===== config.mk =====
export PLATFORM = sky130hd
export DESIGN_NAME = sim_por_status_seq
export DESIGN_NICKNAME = d
export VERILOG_FILES = /design/src/rtl/sim_por_status_seq.sv
export SDC_FILE = /design/constraint.sdc
export NUM_CORES = 1
export LEC_CHECK = 0
export ABC_AREA = 1
export BUFFER_PORTS_ARGS = -buffer_cell sky130_fd_sc_hd__buf_4
export CORE_MARGIN = 10
export CORE_UTILIZATION = 57
export DETAILED_ROUTE_END_ITERATION = 12
export PLACE_DENSITY_LB_ADDON = 0.2
export SYNTH_ARGS = -nofsm -noshare
export SYNTH_HDL_FRONTEND = slang
export SYNTH_SLANG_ARGS = --single-unit

===== constraint.sdc =====
create_clock -name clk_i -period 3.3 [get_ports clk_i]
set_input_delay 0.66 -clock clk_i [delete_from_list [all_inputs] [get_ports clk_i]]
set_output_delay 0.66 -clock clk_i [all_outputs]
set_load 0.03 [all_outputs]

===== src/rtl/sim_por_status_seq.sv =====
// sim_por_status_seq: power-on-reset sequencer and SW test-status monitor for
// the FPGA-sim top-level bench. After start_i it holds POR_N high for
// PreRstCycles, drives it low for RstCycles, then watches status writes to
// StatusAddr and ends in PASS, FAIL or TMO. A bench wrapper turns done_o
// into $finish.
//
// Optional build macro SIM_POR_SEQ_RETRY_EN: FAIL/TMO outcomes re-run the
// POR sequence up to two more times and retries_o reports retries consumed.
//
// Handshake: wr_valid_i is a plain strobe with no back-pressure; every cycle
// it is high is exactly one write, sampled on the rising edge of clk_i.
module sim_por_status_seq #(
   parameter int unsigned PreRstCycles  = 2000,
   parameter int unsigned RstCycles     = 1000,
   parameter int unsigned TimeoutCycles = 10000000,
   parameter logic [31:0] StatusAddr    = 32'h0041_1000,
   parameter int unsigned CntW          = 32
) (
   input  logic        clk_i,
   input  logic        rst_ni,
   input  logic        start_i,
   input  logic        wr_valid_i,
   input  logic [31:0] addr_i,
   input  logic [15:0] data_i,
   output logic        por_no,
   output logic [2:0]  state_o,
   output logic        done_o,
   output logic        passed_o,
   output logic        timeout_o,
   output logic [15:0] last_status_o
`ifdef SIM_POR_SEQ_RETRY_EN
   ,
   output logic [1:0]  retries_o
`endif
);

   typedef enum logic [2:0] {
      ST_IDLE   = 3'd0,
      ST_PRE    = 3'd1,
      ST_ASSERT = 3'd2,
      ST_RUN    = 3'd3,
      ST_PASS   = 3'd4,
      ST_FAIL   = 3'd5,
      ST_TMO    = 3'd6
   } state_e;

   localparam logic [15:0] CodePass = 16'h900D;
   localparam logic [15:0] CodeFail = 16'hBAAD;

   // Last counter value of each timed phase; a zero-length phase still lasts
   // one cycle, which also gives the minimum one-cycle POR pulse.
   localparam logic [CntW-1:0] CntOne  = 1;
   localparam logic [CntW-1:0] PreLast = (PreRstCycles == 0) ? '0 : CntW'(PreRstCycles - 1);
   localparam logic [CntW-1:0] RstLast = (RstCycles == 0) ? '0 : CntW'(RstCycles - 1);
   localparam logic [CntW-1:0] TmoLast = (TimeoutCycles == 0) ? '0 : CntW'(TimeoutCycles - 1);

   state_e          state_q, state_d;
   logic [CntW-1:0] cnt_q, cnt_d;
   logic            por_n_q, por_n_d;
   logic            done_q, done_d;
   logic            passed_q, passed_d;
   logic            timeout_q, timeout_d;
   logic [15:0]     last_status_q, last_status_d;
`ifdef SIM_POR_SEQ_RETRY_EN
   logic [1:0]      retry_q, retry_d;
`endif

   logic   hit;
   logic   restart;
   logic   bad_end;
   state_e bad_state;

   // A start pulse never cuts a POR pulse short, so it is ignored in ASSERT.
   assign restart = start_i && (state_q != ST_ASSERT);
   assign hit     = wr_valid_i && (addr_i == StatusAddr);

   // State register plus all registered outputs.
   always_ff @(posedge clk_i) begin
      if (!rst_ni) begin
         state_q       <= ST_IDLE;
         cnt_q         <= '0;
         por_n_q       <= 1'b1;
         done_q        <= 1'b0;
         passed_q      <= 1'b0;
         timeout_q     <= 1'b0;
         last_status_q <= 16'h0;
`ifdef SIM_POR_SEQ_RETRY_EN
         retry_q       <= 2'd0;
`endif
      end else begin
         state_q       <= state_d;
         cnt_q         <= cnt_d;
         por_n_q       <= por_n_d;
         done_q        <= done_d;
         passed_q      <= passed_d;
         timeout_q     <= timeout_d;
         last_status_q <= last_status_d;
`ifdef SIM_POR_SEQ_RETRY_EN
         retry_q       <= retry_d;
`endif
      end
   end

   // Next-state and phase counter; a terminal hit beats a same-cycle timeout.
   always_comb begin
      state_d   = state_q;
      cnt_d     = cnt_q;
      bad_end   = 1'b0;
      bad_state = ST_FAIL;
`ifdef SIM_POR_SEQ_RETRY_EN
      retry_d   = retry_q;
`endif
      if (restart) begin
         state_d = ST_PRE;
         cnt_d   = '0;
`ifdef SIM_POR_SEQ_RETRY_EN
         retry_d = 2'd0;
`endif
      end else begin
         case (state_q)
            ST_PRE: begin
               if (cnt_q == PreLast) begin
                  state_d = ST_ASSERT;
                  cnt_d   = '0;
               end else begin
                  cnt_d = cnt_q + CntOne;
               end
            end
            ST_ASSERT: begin
               if (cnt_q == RstLast) begin
                  state_d = ST_RUN;
                  cnt_d   = '0;
               end else begin
                  cnt_d = cnt_q + CntOne;
               end
            end
            ST_RUN: begin
               cnt_d = cnt_q + CntOne;
               if (hit && (data_i == CodePass)) begin
                  state_d = ST_PASS;
               end else if (hit && (data_i == CodeFail)) begin
                  bad_end   = 1'b1;
                  bad_state = ST_FAIL;
               end else if (cnt_q == TmoLast) begin
                  bad_end   = 1'b1;
                  bad_state = ST_TMO;
               end
            end
            default: ;
         endcase
         if (bad_end) begin
`ifdef SIM_POR_SEQ_RETRY_EN
            if (retry_q != 2'd2) begin
               state_d = ST_PRE;
               cnt_d   = '0;
               retry_d = retry_q + 2'd1;
            end else begin
               state_d = bad_state;
            end
`else
            state_d = bad_state;
`endif
         end
      end
   end

   // Output values for the next cycle, derived from the next state.
   always_comb begin
      por_n_d       = (state_d != ST_ASSERT);
      done_d        = (state_d == ST_PASS) || (state_d == ST_FAIL) || (state_d == ST_TMO);
      passed_d      = (state_d == ST_PASS);
      timeout_d     = (state_d == ST_TMO);
      last_status_d = last_status_q;
      if (restart) begin
         last_status_d = 16'h0;
      end else if ((state_q == ST_RUN) && hit) begin
         last_status_d = data_i;
      end
   end

   assign por_no        = por_n_q;
   assign state_o       = state_q;
   assign done_o        = done_q;
   assign passed_o      = passed_q;
   assign timeout_o     = timeout_q;
   assign last_status_o = last_status_q;
`ifdef SIM_POR_SEQ_RETRY_EN
   assign retries_o     = retry_q;
`endif

endmodule


==> impl_metrics.csv, run 1 <==
group,metric,value,unit
outcome,status,"finished clean",
pwr,internal-power,0.000944,W
timing,worst_pin_slew,0.646,ns
pwr,vdd_drop_max,0.232,mV
finish,diodes,0,
hold_path,hp-class,"reg2reg",
timing,fin_crit,2.00,ns
grt,grt_first_pass_wirelength,15000,um
route,drt_iter0_drc,227,
pwr,p_per_area,305,nW/um^2
floorplanning,core_area,5570,um^2
clock_tree,clockRootBuffer,"clkbuf_8",
route,wire_per_inst,13.5,um
clock_tree,post_cts_buffers,0,
synth,synth_area_leaders,"dfxtp_1 (33%), nor2_1 (14%), nand2_1 (11%), inv_1 (5.3%), nor3_1 (5.3%)",
worst_setup_path,end_kind,"flop",
grt,grt_pass1_vias,3337,
synth,synthesis.area,3300,um^2
pwr,switching_share,23.0,%
finish,design_area,4020,um^2
finish,area_growth,21.6,%
synth,synth_seq_cells,55,
timing,rsz0062_at_grt,"no",
synth,yosys_warnings,0,
timing,min_period_over_period,60.5,%
worst_setup_path,r2r_slack,1.34,ns
grt,antenna_found_initial,0,
route,routed_wl,8800,um
timing,setup_viol,0,
floorplanning,num_io_pins,75,
pwr,p_clk_share,36.9,%
clock_tree,path_clk_slew,0.10,ns
worst_setup_path,rr_worst_depth,12,
hold_path,hold_start,"cnt_q[0]$_SDFFE_PP0P_",
grt,overflow,0,
timing,finalHoldWorstSlack,0.507,ns
floorplanning,initial_utilization,59.2,%
place,gp_congestion,0.931,
route,vias,3512,
clock_tree,cts_max_level,2,
floorplanning,placementRows,27,
worst_setup_path,r2r-start,"cnt_q[0]$_SDFFE_PP0P_",
place,io_buffer_count,74,
synth,ys_seq_area_share,33.4,%
worst_setup_path,cp-start-kind,"primary input",
place,place_hpwl,6980,um
clock_tree,clock_latency,0.32,ns
route,drcViolationCount,0,
clock_tree,clock_path_buffers,2,
synth,synthesis.nets,559,
pwr,cellLeakagePower,1.66,nW
synth,synth_top_area_cell,"dfxtp_1",
timing,timing.fmax,501,MHz
synth,synthCells,506,
synth,synth.distinct_cells,36,
clock_tree,clock-sinks,55,
finish,layout_common_cells,"nor2_1 (127), nand2_1 (93), buf_4 (76)",
floorplanning,die_area,9230,um^2
route,avgViaCountPerCell,5.39,
route,dr.pass1.iters,5,
timing,clock_skew,0.0149,ns
place,dpl_cell_area,3900,um^2
timing,tns,0,ns
clock_tree,numCtsBuffers,5,
synth,synth_top_area_share,33.4,%
worst_setup_path,critPathMaxFanout,20,
floorplanning,fp.dieH,96.1,um
worst_setup_path,crit_required,3.48,ns
timing,slew_headroom,56.9,%
clock_tree,hold_buffers,0,
pwr,combPwrFrac,8.7,%
timing,hold_violations,0,
grt,grt_util_all_layers,20.0,%
finish,nNetsFinal,631,
pwr,finalPower,0.00123,W
hold_path,whs_endpoint,"cnt_q[0]$_SDFFE_PP0P_",
finish,drive_gt1_share,21.4,%
flow_run,cap_violations,0,
timing,drv_slew,0,
route,antenna_left,0,
finish,layout_commonest_cell,"nor2_1",
grt,grt_max_degree,37,
hold_path,holdPathStages,2,
worst_setup_path,crit_type,"in2reg",
floorplanning,dieWidth,96.1,um
worst_setup_path,rr_endpoint,"cnt_q[26]$_SDFFE_PP0P_",
synth,synth_area_per_cell,6.52,um^2
clock_tree,ctsResizeCount,0,
worst_setup_path,arrival,2.18,ns
pwr,p_seq_share,54.4,%
clock_tree,cts_tree,"done",
finish,fillers,479,
pwr,p_switching,0.000282,W
==> state kept, by name, indices dropped and copies added (netlist names) <==
signal         count
cnt_q             32
done_o             1
last_status_o     16
passed_o           1
por_no             1
state_o            3
timeout_o          1
==> final cells by class <==
cell class | instances | area, um^2 | area share [%]
sequential | 55 | 1100 | 27.4
timing repair buffer | 76 | 571 | 14.2
multi-input combinational | 388 | 1950 | 48.5
inverter | 52 | 195 | 4.86
clock buffer | 5 | 68.8 | 1.71
tap | 72 | 90.1 | 2.24
clock inverter | 3 | 43.8 | 1.09
==> cell usage after synthesis <==
master,number
a211oi_1,1
a21boi_1,1
a21o_1,1
a21oi_1,23
buf_2,8
buf_4,2
clkbuf_1,1
dfxtp_1,55
ha_1,1
inv_1,47
inv_2,5
nand2_1,93
nand2_2,5
nand2_4,3
nand3_1,26
nand3_2,3
nand3_4,1
nand3b_1,2
nand4_1,15
nand4_2,2
nor2_1,127
nor2_2,7
nor2_4,5
nor3_1,35
nor3_2,4
nor3b_1,4
nor3b_2,1
nor4_1,4
nor4_2,1
o21ai_0,1
o21ai_2,1
o221a_2,1
o32ai_1,1
or2_2,1
xnor2_1,4
xor2_1,14
==> routing by layer <==
metal / up-vias / track usage (%) / wire length [um]
met5: - / 0 / 0
met4: 0 / 5.90 / 92
met3: 9 / 5.84 / 720
met2: 129 / 34.0 / 4360
met1: 1603 / 23.8 / 3620
li1: 1771 / - / -
==> power groups by stage <==
stage | sequential, W | clock, W | combinational [W]
floorplan | 0.000684 | 0 | 0.0000418
global placement | 0.000683 | 0 | 0.000105
detailed placement | 0.000682 | 0 | 0.000107
CTS | 0.000667 | 0.000459 | 0.000107
global route | 0.000668 | 0.000481 | 0.000120
finish | 0.000667 | 0.000452 | 0.000107
==> cells by family after synthesis <==
group	after synthesis	synth area share, %
AO/OA/AOI/OAI	30	5.19
XOR/XNOR	18	4.78
adder cells (fa/ha/maj)	1	0.379
buffers and inverters	63	7.70
flip-flops	55	33.4
AND/OR/NAND/NOR	339	48.6
==> through the flow <==
stage | utilization (%) | cells | setup slack [ns]
after global routing | 72.0 | 651 | 1.12
after detailed placement | 70.0 | 643 | 0.993
after global placement | 70.0 | 643 | 1.04
after floorplan | - | 506 | 1.52
final | 72.0 | 651 | 1.30
after CTS | 72.0 | 651 | 1.31
==> worst max-delay path, cell delays in order <==
cell and delay (ns):
buf_4 0.11, nor2_1 0.12, nand2_1 0.07, nor2_1 0.15, nand3b_1 0.12, nor2_2 0.09, buf_4 0.23, nand2_1 0.35
nor2_1 0.21, nor3_1 0.06
==> how the worst max path moves through the flow <==
stage                     startpoint                              to  slack [ns]  depth (start not counted)
after detailed placement  addr_i[19]   last_status_o[8]$_SDFFE_PP0P_        0.99                         10
after global routing      addr_i[31]  last_status_o[13]$_SDFFE_PP0P_        1.12                         10
after CTS                 addr_i[21]   last_status_o[8]$_SDFFE_PP0P_        1.31                         10
final                     addr_i[21]  last_status_o[13]$_SDFFE_PP0P_        1.30                         10
after global placement    addr_i[19]  last_status_o[14]$_SDFFE_PP0P_        1.04                         10
after floorplan           addr_i[19]             passed_o$_SDFF_PN0_        1.52                         12
Power figures use the tool's default switching activity.
==> run 2: changes to the inputs <==
--- a/config.mk
+++ b/config.mk
@@ -5,10 +5,10 @@
 export SDC_FILE = /design/constraint.sdc
 export NUM_CORES = 1
 export LEC_CHECK = 0
-export ABC_AREA = 1
+export ABC_AREA = 0
 export BUFFER_PORTS_ARGS = -buffer_cell sky130_fd_sc_hd__buf_4
 export CORE_MARGIN = 10
-export CORE_UTILIZATION = 57
+export CORE_UTILIZATION = 52
 export DETAILED_ROUTE_END_ITERATION = 12
 export PLACE_DENSITY_LB_ADDON = 0.2
 export SYNTH_ARGS = -nofsm -noshare
==> constraint.sdc (replaced) <==
create_clock -name clk_i -period 1.9 [get_ports clk_i]
set_input_delay 0.38 -clock clk_i [delete_from_list [all_inputs] [get_ports clk_i]]
set_output_delay 0.38 -clock clk_i [all_outputs]
set_load 0.03 [all_outputs]
==> impl_metrics.csv, run 2 <==
group,metric,value,unit
finish,regMostFlops,"cnt_q",
clock_tree,path_clk_slew,0.10,ns
finish,utilization,86.8,%
finish,diodes,0,
finish,largest_reg_flops,32,
synth,synth.distinct_cells,45,
grt,antenna_found_initial,0,
route,vias,2981,
clock_tree,cts_tree,"done",
finish,layout_commonest_cell,"buf_4",
synth,synth_area_leaders,"dfxtp_1 (42%), nor2_1 (8.8%), mux2i_1 (6.8%), xnor2_1 (6.6%), xor2_1 (3.6%)",
route,antenna_left,0,
finish,fillers,246,
route,routed_wl,10100,um
synth,yosys_warnings,0,
place,place_hpwl,5930,um
timing,clock_skew,0.00819,ns
grt,overflow,0,
worst_setup_path,end_kind,"flop",
flow_run,cap_violations,0,
worst_setup_path,cpPeakStageDelay,0.66,ns
synth,ys_seq_area_share,41.7,%
synth,synth_top_area_share,41.7,%
timing,min_period_over_period,122,%
synth,synthArstFlopShare,0,%
floorplanning,fp.dieH,91.3,um
grt,grt_pass1_vias,2882,
grt,grt_max_degree,19,
place,gp_congestion,0.858,
hold_path,hp-class,"in2reg",
route,drcViolationCount,0,
floorplanning,num_io_pins,75,
clock_tree,clock-sinks,55,
worst_setup_path,arrival,2.52,ns
finish,drive_gt1_share,46.9,%
clock_tree,numCtsBuffers,5,
worst_setup_path,critPathMaxFanout,2,
floorplanning,placementRows,25,
timing,slew_headroom,59.5,%
clock_tree,clock_path_buffers,2,
worst_setup_path,cp-start-kind,"flop",
worst_setup_path,crit_chain,"ha_1, nor4bb_1, nand4_1, o41ai_2, a221oi_4, a21oi_2, a21oi_1",
finish,nNetsFinal,489,
timing,finalHoldWorstSlack,0.311,ns
clock_tree,cts_max_level,2,
synth,synth_edf_count,0,
place,io_buffer_count,74,
timing,worst_slack,-0.427,ns
worst_setup_path,slowest_stage,"o41ai_2",
pwr,cellLeakagePower,1.73,nW
synth,synth_area_per_cell,8.68,um^2
synth,synthesis.area,2640,um^2
timing,setup_viol,39,
clock_tree,clock_latency,0.31,ns
floorplanning,initial_utilization,54.8,%
worst_setup_path,critical_path.top_delay_family,"compound AO/OA/AOI/OAI gates",
synth,synth-main-ff-cell,"dfxtp_1",
floorplanning,die_area,8330,um^2
grt,grt_util_all_layers,19.7,%
worst_setup_path,crit_required,2.10,ns
synth,yosysMostFrequentCell,"nor2_1",
finish,design_area,4180,um^2
synth,synthesis.nets,357,
synth,synth_seq_cells,55,
clock_tree,clockRootBuffer,"clkbuf_8",
timing,timing.fmax,430,MHz
timing,hold_violations,0,
worst_setup_path,crit_type,"reg2reg",
timing,drv_slew,0,
route,drt_iter0_drc,311,
route,wire_per_inst,20.0,um
outcome,violations,"negative setup slack",
worst_setup_path,crit_buf_inv,0,
route,dr.pass1.iters,7,
grt,grt_first_pass_wirelength,13700,um
floorplanning,core_area,4820,um^2
outcome,status,"finished with violations",
route,avgViaCountPerCell,5.91,
synth,synthCells,304,
floorplanning,dieWidth,91.3,um
place,dpl_cell_area,3710,um^2
finish,area_growth,58.3,%
pwr,vdd_drop_max,0.500,mV
finish,layout_common_cells,"buf_4 (127), dfxtp_1 (47), nor2_1 (35)",
timing,fin_crit,2.33,ns
synth,synth_top_area_cell,"dfxtp_1",
pwr,p_per_area,488,nW/um^2
timing,rsz0062_at_grt,"yes",
clock_tree,hold_buffers,0,
synth,synth_common_cells,"nor2_1 (62), dfxtp_1 (55), nand2_1 (20), xnor2_1 (20), mux2i_1 (18)",
timing,worst_pin_slew,0.601,ns
-- run 2: changes by cell type after synthesis, sizes merged, moves of 20 or more --
cell,change
a21oi,-20
inv,-47
nand2,-81
nand3,-21
nor2,-77
nor3,-32
-- run 2: final cells by class --
cell class	instances	area, um^2	area share [%]
timing repair buffer	136	1110	26.6
clock inverter	3	18.8	0.449
clock buffer	5	68.8	1.65
sequential	55	1120	26.8
tap	67	83.8	2.01
multi-input combinational	233	1760	42.1
inverter	5	18.8	0.449
-- run 2: kinds of logic after synthesis --
family	Yosys count	share of synthesized area (%)
multiplexers	18	6.82
adder cells (fa/ha/maj)	1	0.474
buffers and inverters	16	2.32
XOR/XNOR	31	10.3
AO/OA/AOI/OAI	18	4.79
flip-flops	55	41.7
AND/OR/NAND/NOR	165	33.6
-- run 2: timing repair --
| item | 4_1_cts | 5_1_grt |
|---|---|---|
| endpoints found under the setup margin | 39 | 55 |
| gates cloned | 2 | 1 |
| buffers inserted | 11 | 1 |
| pin swaps | 32 | 18 |
| resized for setup | 27 | 48 |
-- run 2: metal layers --
metal	vias to the layer above	GRT usage [%]	wire, um
met5	-	0	0
met4	0	6.14	493
met3	56	4.12	606
met2	170	37.0	5280
met1	1414	21.6	3700
li1	1341	-	-
-- run 2: through the flow --
step | setup TNS [ns] | total power [W] | setup slack [ns] | cells
after floorplan | -2.08 | 0.00123 | -0.492 | 304
after global placement | -10.99 | 0.00135 | -0.800 | 491
after detailed placement | -11.16 | 0.00135 | -0.774 | 491
after CTS | -2.55 | 0.00201 | -0.363 | 503
after global routing | -10.51 | 0.00211 | -0.534 | 504
final | -7.45 | 0.00204 | -0.427 | 504
-- run 2: power breakdown --
part | switching (W) | internal, W | total (W)
sequential | 0.00000284 | 0.00115 | 0.00115
combinational | 0.000104 | 0.000132 | 0.000236
clock | 0.000392 | 0.000259 | 0.000651
-- run 2: path summary, 6_finish.rpt --
| kind | start | to | slack [ns] | depth (start not counted) |
|---|---|---|---|---|
| setup / recovery | cnt_q[1]$_SDFFE_PP0P_ | done_o$_SDFF_PN0_ | -0.43 | 7 |
| hold / removal | rst_ni | state_o[0]$_SDFF_PN0_ | 0.31 | 2 |
| setup reg to reg | cnt_q[1]$_SDFFE_PP0P_ | done_o$_SDFF_PN0_ | -0.43 | 7 |
| hold reg to reg | last_status_o[12]$_SDFFE_PP0P_ | last_status_o[12]$_SDFFE_PP0P_ | 0.50 | 2 |
